### config.mk
export PLATFORM = sky130hd
export DESIGN_NAME = regfile_mp_flat
export DESIGN_NICKNAME = d
export VERILOG_FILES = /design/src/rtl/regfile_mp_pkg.sv /design/src/rtl/regfile_mp_if.sv /design/src/rtl/regfile_mp_scoreboard.sv /design/src/rtl/regfile_mp.sv /design/src/flat_wrapper.sv
export SDC_FILE = /design/constraint.sdc
export NUM_CORES = 1
export LEC_CHECK = 0
export CAP_MARGIN = 20
export CORE_MARGIN = 5
export CORE_UTILIZATION = 55
export DETAILED_ROUTE_END_ITERATION = 10
export PLACE_DENSITY = 0.7
export REMOVE_ABC_BUFFERS = 1
export SYNTH_ARGS = -nofsm -noshare
export SYNTH_HDL_FRONTEND = slang
export SYNTH_SLANG_ARGS = --single-unit
### constraint.sdc
create_clock -name CLK -period 4.5 [get_ports CLK]
set_input_delay 0.9 -clock CLK [delete_from_list [all_inputs] [get_ports CLK]]
set_output_delay 0.9 -clock CLK [all_outputs]
set_load 0.01 [all_outputs]
### src/rtl/regfile_mp_pkg.sv
// Shared definitions for the integer register file: default sizes,
// the clear-engine state encoding and the hard-wired zero register index.
package rv_pkg;

    localparam int XLEN_DEFAULT  = 32;
    localparam int NREGS_DEFAULT = 32;
    localparam int REG_ZERO      = 0;

    typedef enum logic {
        RF_IDLE  = 1'b0,
        RF_CLEAR = 1'b1
    } rf_state_t;

endpackage

### src/rtl/regfile_mp_if.sv
// Decode/writeback-facing bundle of the register file. The core drives the
// master side; the register file is the slave.
interface regfile_mp_if
    import rv_pkg::*;
#(
    parameter int XLEN  = XLEN_DEFAULT,
    parameter int NREGS = NREGS_DEFAULT,
    parameter int NREAD = 2
) ();
    localparam int AW = $clog2(NREGS);

    // No request/acknowledge pairs: reads are combinational, RREADY[i] says
    // whether RDATA[i] is a committed operand this cycle, and BUSY=1 means
    // every write, reserve and read is refused until the clear engine ends.
    logic                  REG_WRITE;
    logic [AW-1:0]         ADDRESS3;
    logic [XLEN-1:0]       WRITE_DATA3;
    logic [NREAD*AW-1:0]   RADDR;
    logic [NREAD*XLEN-1:0] RDATA;
    logic [NREAD-1:0]      RREADY;
    logic                  RESERVE;
    logic [AW-1:0]         RESERVE_ADDR;
    logic                  BUSY;
    rf_state_t             dbg_state;

    modport master (
        output REG_WRITE, ADDRESS3, WRITE_DATA3, RADDR, RESERVE, RESERVE_ADDR,
        input  RDATA, RREADY, BUSY, dbg_state
    );

    modport slave (
        input  REG_WRITE, ADDRESS3, WRITE_DATA3, RADDR, RESERVE, RESERVE_ADDR,
        output RDATA, RREADY, BUSY, dbg_state
    );

endinterface

### src/rtl/regfile_mp_scoreboard.sv
// Per-register pending-write bits and the per-port operand-ready logic.
module regfile_scoreboard #(
    parameter int NREGS = 32,
    parameter int NREAD = 2,
    parameter int AW    = 5
) (
    input  logic                i_clk,
    input  logic                i_rst,
    input  logic                i_busy,
    input  logic                i_reg_write,
    input  logic [AW-1:0]       i_waddr,
    input  logic                i_reserve,
    input  logic [AW-1:0]       i_reserve_addr,
    input  logic [NREAD*AW-1:0] i_raddr,
    output logic [NREAD-1:0]    o_rready
);

    logic [NREGS-1:0] r_pending;

    // Reserve is applied after the write clear so a same-cycle pair leaves
    // the bit set for the new producer. Bit 0 is only ever reset.
    always_ff @(posedge i_clk) begin
        if (i_rst) begin
            r_pending <= '0;
        end else if (!i_busy) begin
            for (int j = 1; j < NREGS; j++) begin
                if (i_reg_write && i_waddr == AW'(j)) r_pending[j] <= 1'b0;
                if (i_reserve && i_reserve_addr == AW'(j)) r_pending[j] <= 1'b1;
            end
        end
    end

    always_comb begin
        o_rready = '0;
        for (int i = 0; i < NREAD; i++) begin
            o_rready[i] = !i_busy &&
                          (!r_pending[i_raddr[i*AW +: AW]] ||
                           (i_reg_write && i_waddr == i_raddr[i*AW +: AW]));
        end
    end

endmodule

### src/rtl/regfile_mp.sv
// Multi-read-port register file with hard-wired x0, write-to-read bypass,
// pending-write scoreboard and a post-reset sequential clear engine.
module regfile_mp
    import rv_pkg::*;
#(
    parameter int XLEN  = XLEN_DEFAULT,
    parameter int NREGS = NREGS_DEFAULT,
    parameter int NREAD = 2
) (
    input  logic         CLK,
    input  logic         RST,
    regfile_mp_if.slave  bus
);

    localparam int AW = $clog2(NREGS);

    rf_state_t       r_state;
    rf_state_t       w_state_nxt;
    logic [AW-1:0]   r_idx;
    logic            w_busy;
    logic            w_user_wr;
    logic            w_we;
    logic [AW-1:0]   w_waddr;
    logic [XLEN-1:0] w_wdata;
    logic [XLEN-1:0] r_ram [NREGS];

    always_ff @(posedge CLK) begin
        if (RST) begin
            r_state <= RF_CLEAR;
            r_idx   <= AW'(1);
        end else begin
            r_state <= w_state_nxt;
            if (r_state == RF_CLEAR) r_idx <= r_idx + AW'(1);
        end
    end

    always_comb begin
        w_state_nxt = r_state;
        if (r_state == RF_CLEAR && r_idx == AW'(NREGS - 1)) w_state_nxt = RF_IDLE;
    end

    always_comb begin
        w_busy = (r_state == RF_CLEAR);
    end

    assign w_user_wr = bus.REG_WRITE && (bus.ADDRESS3 != AW'(REG_ZERO)) && !w_busy;

    // Single write port shared by the clear engine and writeback; entry 0 is
    // never written because the clear index starts at 1.
    always_comb begin
        w_we    = 1'b0;
        w_waddr = bus.ADDRESS3;
        w_wdata = bus.WRITE_DATA3;
        if (!RST) begin
            if (w_busy) begin
                w_we    = 1'b1;
                w_waddr = r_idx;
                w_wdata = '0;
            end else begin
                w_we = w_user_wr;
            end
        end
    end

    always_ff @(posedge CLK) begin
        if (w_we) r_ram[w_waddr] <= w_wdata;
    end

    always_comb begin
        logic [AW-1:0] v_addr;
        bus.RDATA = '0;
        for (int i = 0; i < NREAD; i++) begin
            v_addr = bus.RADDR[i*AW +: AW];
            if (w_busy || v_addr == AW'(REG_ZERO)) begin
                bus.RDATA[i*XLEN +: XLEN] = '0;
            end else if (w_user_wr && bus.ADDRESS3 == v_addr) begin
                bus.RDATA[i*XLEN +: XLEN] = bus.WRITE_DATA3;
            end else begin
                bus.RDATA[i*XLEN +: XLEN] = r_ram[v_addr];
            end
        end
    end

    regfile_scoreboard #(
        .NREGS (NREGS),
        .NREAD (NREAD),
        .AW    (AW)
    ) u_scoreboard (
        .i_clk          (CLK),
        .i_rst          (RST),
        .i_busy         (w_busy),
        .i_reg_write    (bus.REG_WRITE),
        .i_waddr        (bus.ADDRESS3),
        .i_reserve      (bus.RESERVE),
        .i_reserve_addr (bus.RESERVE_ADDR),
        .i_raddr        (bus.RADDR),
        .o_rready       (bus.RREADY)
    );

    assign bus.BUSY      = w_busy;
    assign bus.dbg_state = r_state;

endmodule

### src/flat_wrapper.sv
// flat-port wrapper written by rule: the top's interface ports become plain ports
module regfile_mp_flat import rv_pkg::*;
#(
    parameter int XLEN  = XLEN_DEFAULT,
    parameter int NREGS = NREGS_DEFAULT,
    parameter int NREAD = 2
)
  (CLK, RST, bus_REG_WRITE, bus_ADDRESS3, bus_WRITE_DATA3, bus_RADDR, bus_RESERVE, bus_RESERVE_ADDR, bus_RDATA, bus_RREADY, bus_BUSY, bus_dbg_state);
  regfile_mp_if #(.XLEN(XLEN), .NREGS(NREGS), .NREAD(NREAD)) bus_i ();
  input  logic CLK;
  input  logic RST;
  input wire logic [$bits(bus_i.REG_WRITE)-1:0] bus_REG_WRITE;
  input wire logic [$bits(bus_i.ADDRESS3)-1:0] bus_ADDRESS3;
  input wire logic [$bits(bus_i.WRITE_DATA3)-1:0] bus_WRITE_DATA3;
  input wire logic [$bits(bus_i.RADDR)-1:0] bus_RADDR;
  input wire logic [$bits(bus_i.RESERVE)-1:0] bus_RESERVE;
  input wire logic [$bits(bus_i.RESERVE_ADDR)-1:0] bus_RESERVE_ADDR;
  output wire logic [$bits(bus_i.RDATA)-1:0] bus_RDATA;
  output wire logic [$bits(bus_i.RREADY)-1:0] bus_RREADY;
  output wire logic [$bits(bus_i.BUSY)-1:0] bus_BUSY;
  output wire logic [$bits(bus_i.dbg_state)-1:0] bus_dbg_state;
  assign bus_i.REG_WRITE = bus_REG_WRITE;
  assign bus_i.ADDRESS3 = bus_ADDRESS3;
  assign bus_i.WRITE_DATA3 = bus_WRITE_DATA3;
  assign bus_i.RADDR = bus_RADDR;
  assign bus_i.RESERVE = bus_RESERVE;
  assign bus_i.RESERVE_ADDR = bus_RESERVE_ADDR;
  assign bus_RDATA = bus_i.RDATA;
  assign bus_RREADY = bus_i.RREADY;
  assign bus_BUSY = bus_i.BUSY;
  assign bus_dbg_state = bus_i.dbg_state;
  regfile_mp #(.XLEN(XLEN), .NREGS(NREGS), .NREAD(NREAD)) u_core (.CLK(CLK), .RST(RST), .bus(bus_i));
endmodule
==> out/results.txt, run 1 <==
Crit path DAT -> 3.60 ns
Power share of the sequential group -> 49.2%
Mean Syn Cell Area -> 17.7 sq um
Crit Reg-Reg Startpoint -> u_core.bus.BUSY
Worst-path maximum fanout -> 14
Pwr dens -> 379 mW/mm^2
DR iter-0 viols -> 5157
Crit path kind -> primary input to output port
Die Span X -> 312 um
Area share of the largest cell type after synthesis -> 61.4%
Run status -> completed
Count of cell types in the netlist -> 52
Commonest non-fill, non-tap cell in the layout -> edfxtp_1
Post-DR wirelength/cell -> 37.5 um
Cell Rows -> 110
Tcrit/Tclk final -> 99.9%
Worst hold slack -> 0.502 ns
Switching share of total power -> 22.7%
GP Congestion -> 0.876
Via density -> 7.51
Unrepaired setup endpoints after global routing -> true
Final nets -> 3136
Worst Setup Slack, final -> 0.00364 ns
HP Class -> register to register
Synthesized flop and latch total -> 1061
Fin crit period -> 4.50 ns
Grt ovf -> 0
FF-to-FF setup slack -> 0.88 ns
Commonest non-fill, non-tap cells in the layout -> edfxtp_1 (1024), mux4_2 (429), mux2i_1 (235)
WHS Endpoint -> u_core.u_scoreboard.r_pending[5]
Io pins -> 124
Fin area -> 0.0591 sq mm
Vias post-DR -> 32700
FMAX -> 0.222 GHz
Worst-Skew Late Latency -> 0.67 ns
Synth area leader -> edfxtp_1
Crit start category -> primary input
CTS sink cnt -> 1061
Inserted Clock Buffers -> 108
Routed Antenna Nets -> 0
CTS Buffer Depth -> 3
Top_reg_cell synth -> edfxtp_1
First-pass GRT wire length -> 232000 um
Synth async-reset ratio -> 0%
CTS tree -> yes
Seq/Total Area, Yosys -> 62.9%
P_int -> 17.3 mW
Worst R2R End -> u_core.r_ram[8][11]
Place WS -> -0.110 ns
DRC -> 0
Final HPWL from detailed placement -> 96500 um
Worst vdd ir -> 0.295 mV
Clock network fraction of design power -> 42.1%
Mapped cell area -> 0.0501 sq mm
Normalized max-slew margin -> 25.6%
Core area -> 0.0901 sq mm
Vias in the first global route -> 33200
Maxcap violations -> 0
Initial antenna violation count -> 1
Psw -> 5.07 mW
R2r worst-path depth -> 5
Post-synth EDFFs -> 1024
Initial core utilization -> 55.5%
Chip height -> 312 um
Synthesis Warnings -> 0
Total negative slack -> 0 ns
Pin count of the biggest net entering global routing -> 47
Worst slew pin tran -> 1.12 ns
Clk root buf -> clkbuf_16
Cell leakage power -> 19.7 nW
Tot Pwr -> 22.4 mW
Drt first pass iters -> 6
Final Hold Vio Count -> 0
Comb power frac -> 8.8%
Post-CTS Hold Fix Bufs -> 0
Critical Path RT -> 3.60 ns
Cells taking the most area after synthesis -> edfxtp_1 (61%), mux4_2 (19%), mux2i_1 (4.7%)
DP Area -> 0.0551 sq mm
Total GRT Usage -> 32.8%
Cells after Synth -> 2821
Area of the multi-input gates -> 0.0181 sq mm
Min-delay src -> u_core.u_scoreboard.r_pending[5]
Fillcell total -> 5923
Die Area -> 0.0972 sq mm
Clk slew on worst S/H paths -> 0.06 ns
Post-Route WL -> 163000 um
H-tree levels -> 3
Hold-critical path depth -> 2
Setup crit end kind -> output port
Register Area -> 0.0315 sq mm
Slew Limit Fails -> 0
Area grow syn2layout -> 18.0%
Port Buffers -> 123
Fraction of layout cells with a size suffix above 1 -> 30.2%
Skew final -> 0.0117 ns
# setup viols final -> 0
CP Launch Point -> bus_ADDRESS3[2]
## worst max-delay path by stage
stage	endpoint	cells after the start
floorplan	bus_RDATA[10]	5
global placement	bus_RDATA[19]	9
detailed placement	bus_RDATA[8]	9
CTS	bus_RDATA[51]	9
global route	bus_RDATA[48]	9
finish	bus_RDATA[31]	10
## power by group through the flow
stage	clock, mW	sequential [mW]	combinational [mW]
2_1_floorplan	0	11.2	0.875
3_3_place_gp	0	11.2	1.87
3_5_place_dp	0	11.2	1.90
4_1_cts	9.44	11.0	1.92
5_1_grt	9.87	11.0	2.04
6_report	9.40	11.0	1.96
## timing repair
action	4_1_cts	5_1_grt
endpoints found under the setup margin	22	49
pin swaps	2	6
setup buffers	0	3
cloned	0	1
gates resized for setup	19	41
## stage by stage
step           std cells  utilization [%]
6_report            4346             65.5
3_5_place_dp        4139             61.1
4_1_cts             4340             65.2
5_1_grt             4345             65.5
2_1_floorplan       2584                -
3_3_place_gp        4139             61.1
## cells by family after synthesis
| kind of cell | after synthesis | synth area share (%) |
|---|---|---|
| compound gates | 569 | 8.04 |
| flops | 1061 | 62.9 |
| fa+ha+maj | 2 | 0.0500 |
| simple gates | 264 | 2.59 |
| xor+xnor | 13 | 0.227 |
| buf+inv | 244 | 2.10 |
| mux | 668 | 24.1 |
## registers in the layout, summed over array words and instances (netlist names)
| signal | cells |
|---|---|
| u_core.u_scoreboard.r_pending | 31 |
| u_core.r_ram | 1024 |
| u_core.r_idx | 5 |
| u_core.bus.BUSY | 1 |
## metal layers
layer | part of all wire (%) | global-route usage (%) | vias up
li1 | - | - | 12600
met1 | 34 | 43.0 | 16900
met2 | 48 | 52.8 | 2660
met3 | 13 | 8.36 | 469
met4 | 4.8 | 14.3 | 0
met5 | 0 | 0 | -
## final cells by class
class                   instances  area share [%]
diodes                          1         0.00424
clock buffers                 124            4.79
clock inverters                77            1.46
inverters                       7          0.0466
multi-input cells            1516            30.6
flip-flops and latches       1061            53.3
well taps                    1176            2.49
repair buffers                384            7.26
## critical path: stages
cell and delay (ns):
clkdlybuf4s50_1 0.49, or4_4 0.55, o21ai_4 0.17, buf_12 0.14, o31ai_4 0.06, buf_6 0.16
buf_12 0.15, a21oi_2 0.21, a221o_1 0.17, clkdlybuf4s50_1 0.54
## Yosys cell counts, drive strengths merged (11+ instances only)
library cell and count:
nor2b 41, and2 34, nand2 81, nor2 52
clkbuf 127, edfxtp 1024, nand2b 15, a211oi 66
dfxtp 37, mux4 429, a221o 33, a21oi 99
a211o 31, a221oi 98, o21ai 102, xnor2 11
a22oi 127, mux2i 235, buf 110, nand3 16
Note: power is estimated with default switching activity, not from simulation.
==> inputs of run 2 (changes only) <==
Settings changed: SYNTH_HIERARCHICAL set to 1.
==> run 2 against run 1 <==
  * Power down 3.4%
  * Count of clock-buffer cells in the layout up 2
  * Sequential share of layout area up 0.45 points
==> out/results.txt, run 2 <==
Clock network fraction of design power -> 40.1% (-2.0 points)
Synthesis Warnings -> 6 (+6)
Pin count of the biggest net entering global routing -> 67 (+43%)
DR iter-0 viols -> 4454 (-14%)
Core area -> 0.0903 sq mm (+0.15%)
Synth async-reset ratio -> 0% (unchanged)
Area share of the largest cell type after synthesis -> 61.2% (-0.21 points)
Worst hold slack -> 0.501 ns (-0.00108 ns)
Cell leakage power -> 19.4 nW (-1.5%)
Biggest regs -> u_core/r_ram: 1024 flops, u_core/u_scoreboard/r_pending: 31 flops, u_core/r_idx: 5 flops
Worst-Skew Late Latency -> 0.69 ns (+0.02 ns)
Fillcell total -> 5966 (+0.73%)
Skew final -> 0.0433 ns (+0.0316 ns)
Io pins -> 124 (unchanged)
Commonest non-fill, non-tap cell in the layout -> edfxtp_1
Vias in the first global route -> 31400 (-5.3%)
DRC -> 0 (unchanged)
CTS sink cnt -> 1061 (unchanged)
Largest Register -> u_core/r_ram
Hold-critical path depth -> 2 (unchanged)
Cells after Synth -> 2687 (-4.8%)
First-pass GRT wire length -> 222000 um (-4.6%)
Psw -> 4.97 mW (-1.9%)
Tot Pwr -> 21.6 mW (-3.4%)
Port Buffers -> 123 (unchanged)
Mux contribution to synthesized area -> 25.6% (+1.5 points)
Area grow syn2layout -> 16.6%
Post-DR wirelength/cell -> 36.9 um (-1.5%)
Power share of the sequential group -> 50.9% (+1.7 points)
Mapped cell area -> 0.0502 sq mm (+0.34%)
Routed Antenna Nets -> 0 (unchanged)
Final nets -> 2999 (-4.4%)
Final HPWL from detailed placement -> 92800 um (-3.8%)
Crit start category -> primary input
DP Area -> 0.0549 sq mm (-0.28%)
CP top delay family -> buffers and inverters
Commonest non-fill, non-tap cells in the layout -> edfxtp_1 (1024), mux4_2 (485), mux2i_1 (184)
# setup viols final -> 0 (unchanged)
Vias post-DR -> 31100 (-4.9%)
Crit path DAT -> 3.53 ns (-0.07 ns)
Tcrit/Tclk final -> 98.4% (-1.5 points)
Cells taking the most area after synthesis -> edfxtp_1 (61%), mux4_2 (22%), mux2i_1 (3.7%)
Max FFs per register -> 1024 (unchanged)
Comb power frac -> 9.0% (+0.2 points)
Slowest CP cell -> or4_4
Worst Setup Slack, final -> 0.0709 ns (+0.0673 ns)
Post-Route WL -> 155000 um (-4.6%)
Normalized max-slew margin -> 23.6% (-2.0 points)
Worst-path cell chain -> clkdlybuf4s50_1, or4_4, o21ai_2, buf_4, buf_4, o311ai_4, buf_12, a21oi_1, a221o_1, clkdlybuf4s50_1
Crit. path cell count -> 10 (unchanged)
Initial core utilization -> 55.6% (+0.11 points)
CTS Buffer Depth -> 3 (unchanged)
Clk slew on worst S/H paths -> 0.06 ns (about the same)
HP Class -> register to register
Inserted Clock Buffers -> 106 (-1.9%)
Simple-Gate Fraction of Synth Area -> 2.44% (-0.16 points)
Compound-cell area share of the yosys netlist -> 6.71% (-1.3 points)
Count of cell types in the netlist -> 54 (+3.8%)
Worst-path maximum fanout -> 8 (-6)
Die Span X -> 312 um (+0.17%)
GP Congestion -> 0.891 (+1.8%)
Fin crit period -> 4.43 ns (-0.0673 ns)
Worst vdd ir -> 0.389 mV (+32%)
Crit path kind -> primary input to output port
Critical Path RT -> 3.60 ns (about the same)
Fraction of layout cells with a size suffix above 1 -> 31.7% (+1.5 points)
FMAX -> 0.226 GHz (+1.5%)
Via density -> 7.38 (-1.8%)
Crit Reg-Reg Startpoint -> u_core/bus.BUSY
Fin area -> 0.0586 sq mm (-0.83%)
Grt ovf -> 0 (unchanged)
R2r worst-path depth -> 5 (unchanged)
Pwr dens -> 369 mW/mm^2 (-2.6%)
Top_reg_cell synth -> edfxtp_1
Main combinational cell family by area after synthesis -> multiplexers
Adder-Cell Fraction of Synth Area -> 0.0498% (-0.00017 points)
Seq/Total Area, Yosys -> 62.7% (-0.22 points)
Min-delay src -> u_core/u_scoreboard/r_pending[3]
Bufs and invs on worst path -> 5 (unchanged)
H-tree levels -> 3 (unchanged)
Synthesized flop and latch total -> 1061 (unchanged)
Slew Limit Fails -> 0 (unchanged)
Initial antenna violation count -> 1 (unchanged)
CP Launch Point -> bus_ADDRESS3[1]
Die Area -> 0.0975 sq mm (+0.33%)
Worst slew pin tran -> 1.14 ns (+0.0279 ns)
Run status -> completed
Setup crit end kind -> output port
Switching share of total power -> 23.0% (+0.34 points)
Cell Rows -> 110 (unchanged)
Post-Synth XOR/XNOR Area -> 0.384% (+0.16 points)
Post-synth EDFFs -> 1024 (unchanged)
Mean Syn Cell Area -> 18.7 sq um (+5.3%)
Final Hold Vio Count -> 0 (unchanged)
FF-to-FF setup slack -> 0.94 ns (+0.06 ns)
Maxcap violations -> 0 (unchanged)
Max incr delay on CP -> 0.57 ns (+0.02 ns)
Drt first pass iters -> 6 (unchanged)
Unrepaired setup endpoints after global routing -> true
Commonest cells post-synth -> edfxtp_1 (1024), mux4_2 (485), mux2i_1 (184)
Most common cell in the netlist -> edfxtp_1
Total GRT Usage -> 31.4% (-1.4 points)
Place WS -> -0.156 ns (-0.0457 ns)
CTS tree -> yes
Synth area leader -> edfxtp_1
Clk root buf -> clkbuf_16
P_int -> 16.6 mW (-3.8%)
Chip height -> 312 um (+0.17%)
==> run 2: through the flow <==
step,TNS [ns],cells,util [%]
5_1_grt,-0.0211,4208,64.9
3_5_place_dp,-1.91,3993,60.8
6_report,0,4209,64.9
3_3_place_gp,-2.48,3993,60.8
4_1_cts,0,4201,64.7
2_1_floorplan,-16.66,2466,-
==> run 2: path summary, 6_finish.rpt <==
path,to
setup / recovery,bus_RDATA[38]
hold / removal,u_core/u_scoreboard/r_pending[3]
setup reg to reg,u_core/r_ram[20][22]
hold reg to reg,u_core/u_scoreboard/r_pending[3]
==> run 2: kinds of logic (layout without fill, tap and decap cells) <==
kind of cell,after synthesis,count (layout)
flops,1061,1061
other cells,0,1
simple gates,235,235
buf+inv,225,570
mux,675,675
compound gates,467,467
fa+ha+maj,2,2
xor+xnor,22,22
==> run 2: power by group through the flow <==
stage	clock network, mW	registers [mW]	logic (mW)
after detailed placement	0	11.2	1.91
final	8.65	11.0	1.95
after CTS	8.73	11.0	1.92
after global routing	9.14	11.0	2.04
after floorplan	0	11.2	0.900
after global placement	0	11.2	1.88
==> run 2: final cells by class <==
class                   count  area (sq um)  area share, %
diodes                      1          2.50        0.00427
clock buffers             126          2750           4.69
clock inverters            73           633           1.08
inverters                   4          15.0         0.0256
multi-input cells        1401         18000           30.8
flip-flops and latches   1061         31500           53.8
well taps                1176          1470           2.51
repair buffers            367          4180           7.14
==> run 2: metal layers <==
layer	share of wire, %	vias up	global-route usage, %
li1	-	12200	-
met1	36	16200	42.0
met2	47	2299	49.2
met3	12	401	8.74
met4	5.0	2	14.0
met5	0.0051	-	0
==> run 2: worst register-to-register path, delay by kind of cell, from the launching register on <==
family,cells,cell delay (ns)
buf+inv,1,0.54
flops,1,0.73
mux,1,0.41
simple gates,3,1.54
==> run 2: what timing repair did <==
item | CTS | global route
endpoints found under the setup margin | 38 | 30
hold buffers | 0 | 0
resized for setup | 55 | 17
pin swaps | 3 | 4
cloned | 2 | 1
setup buffers | 7 | 3
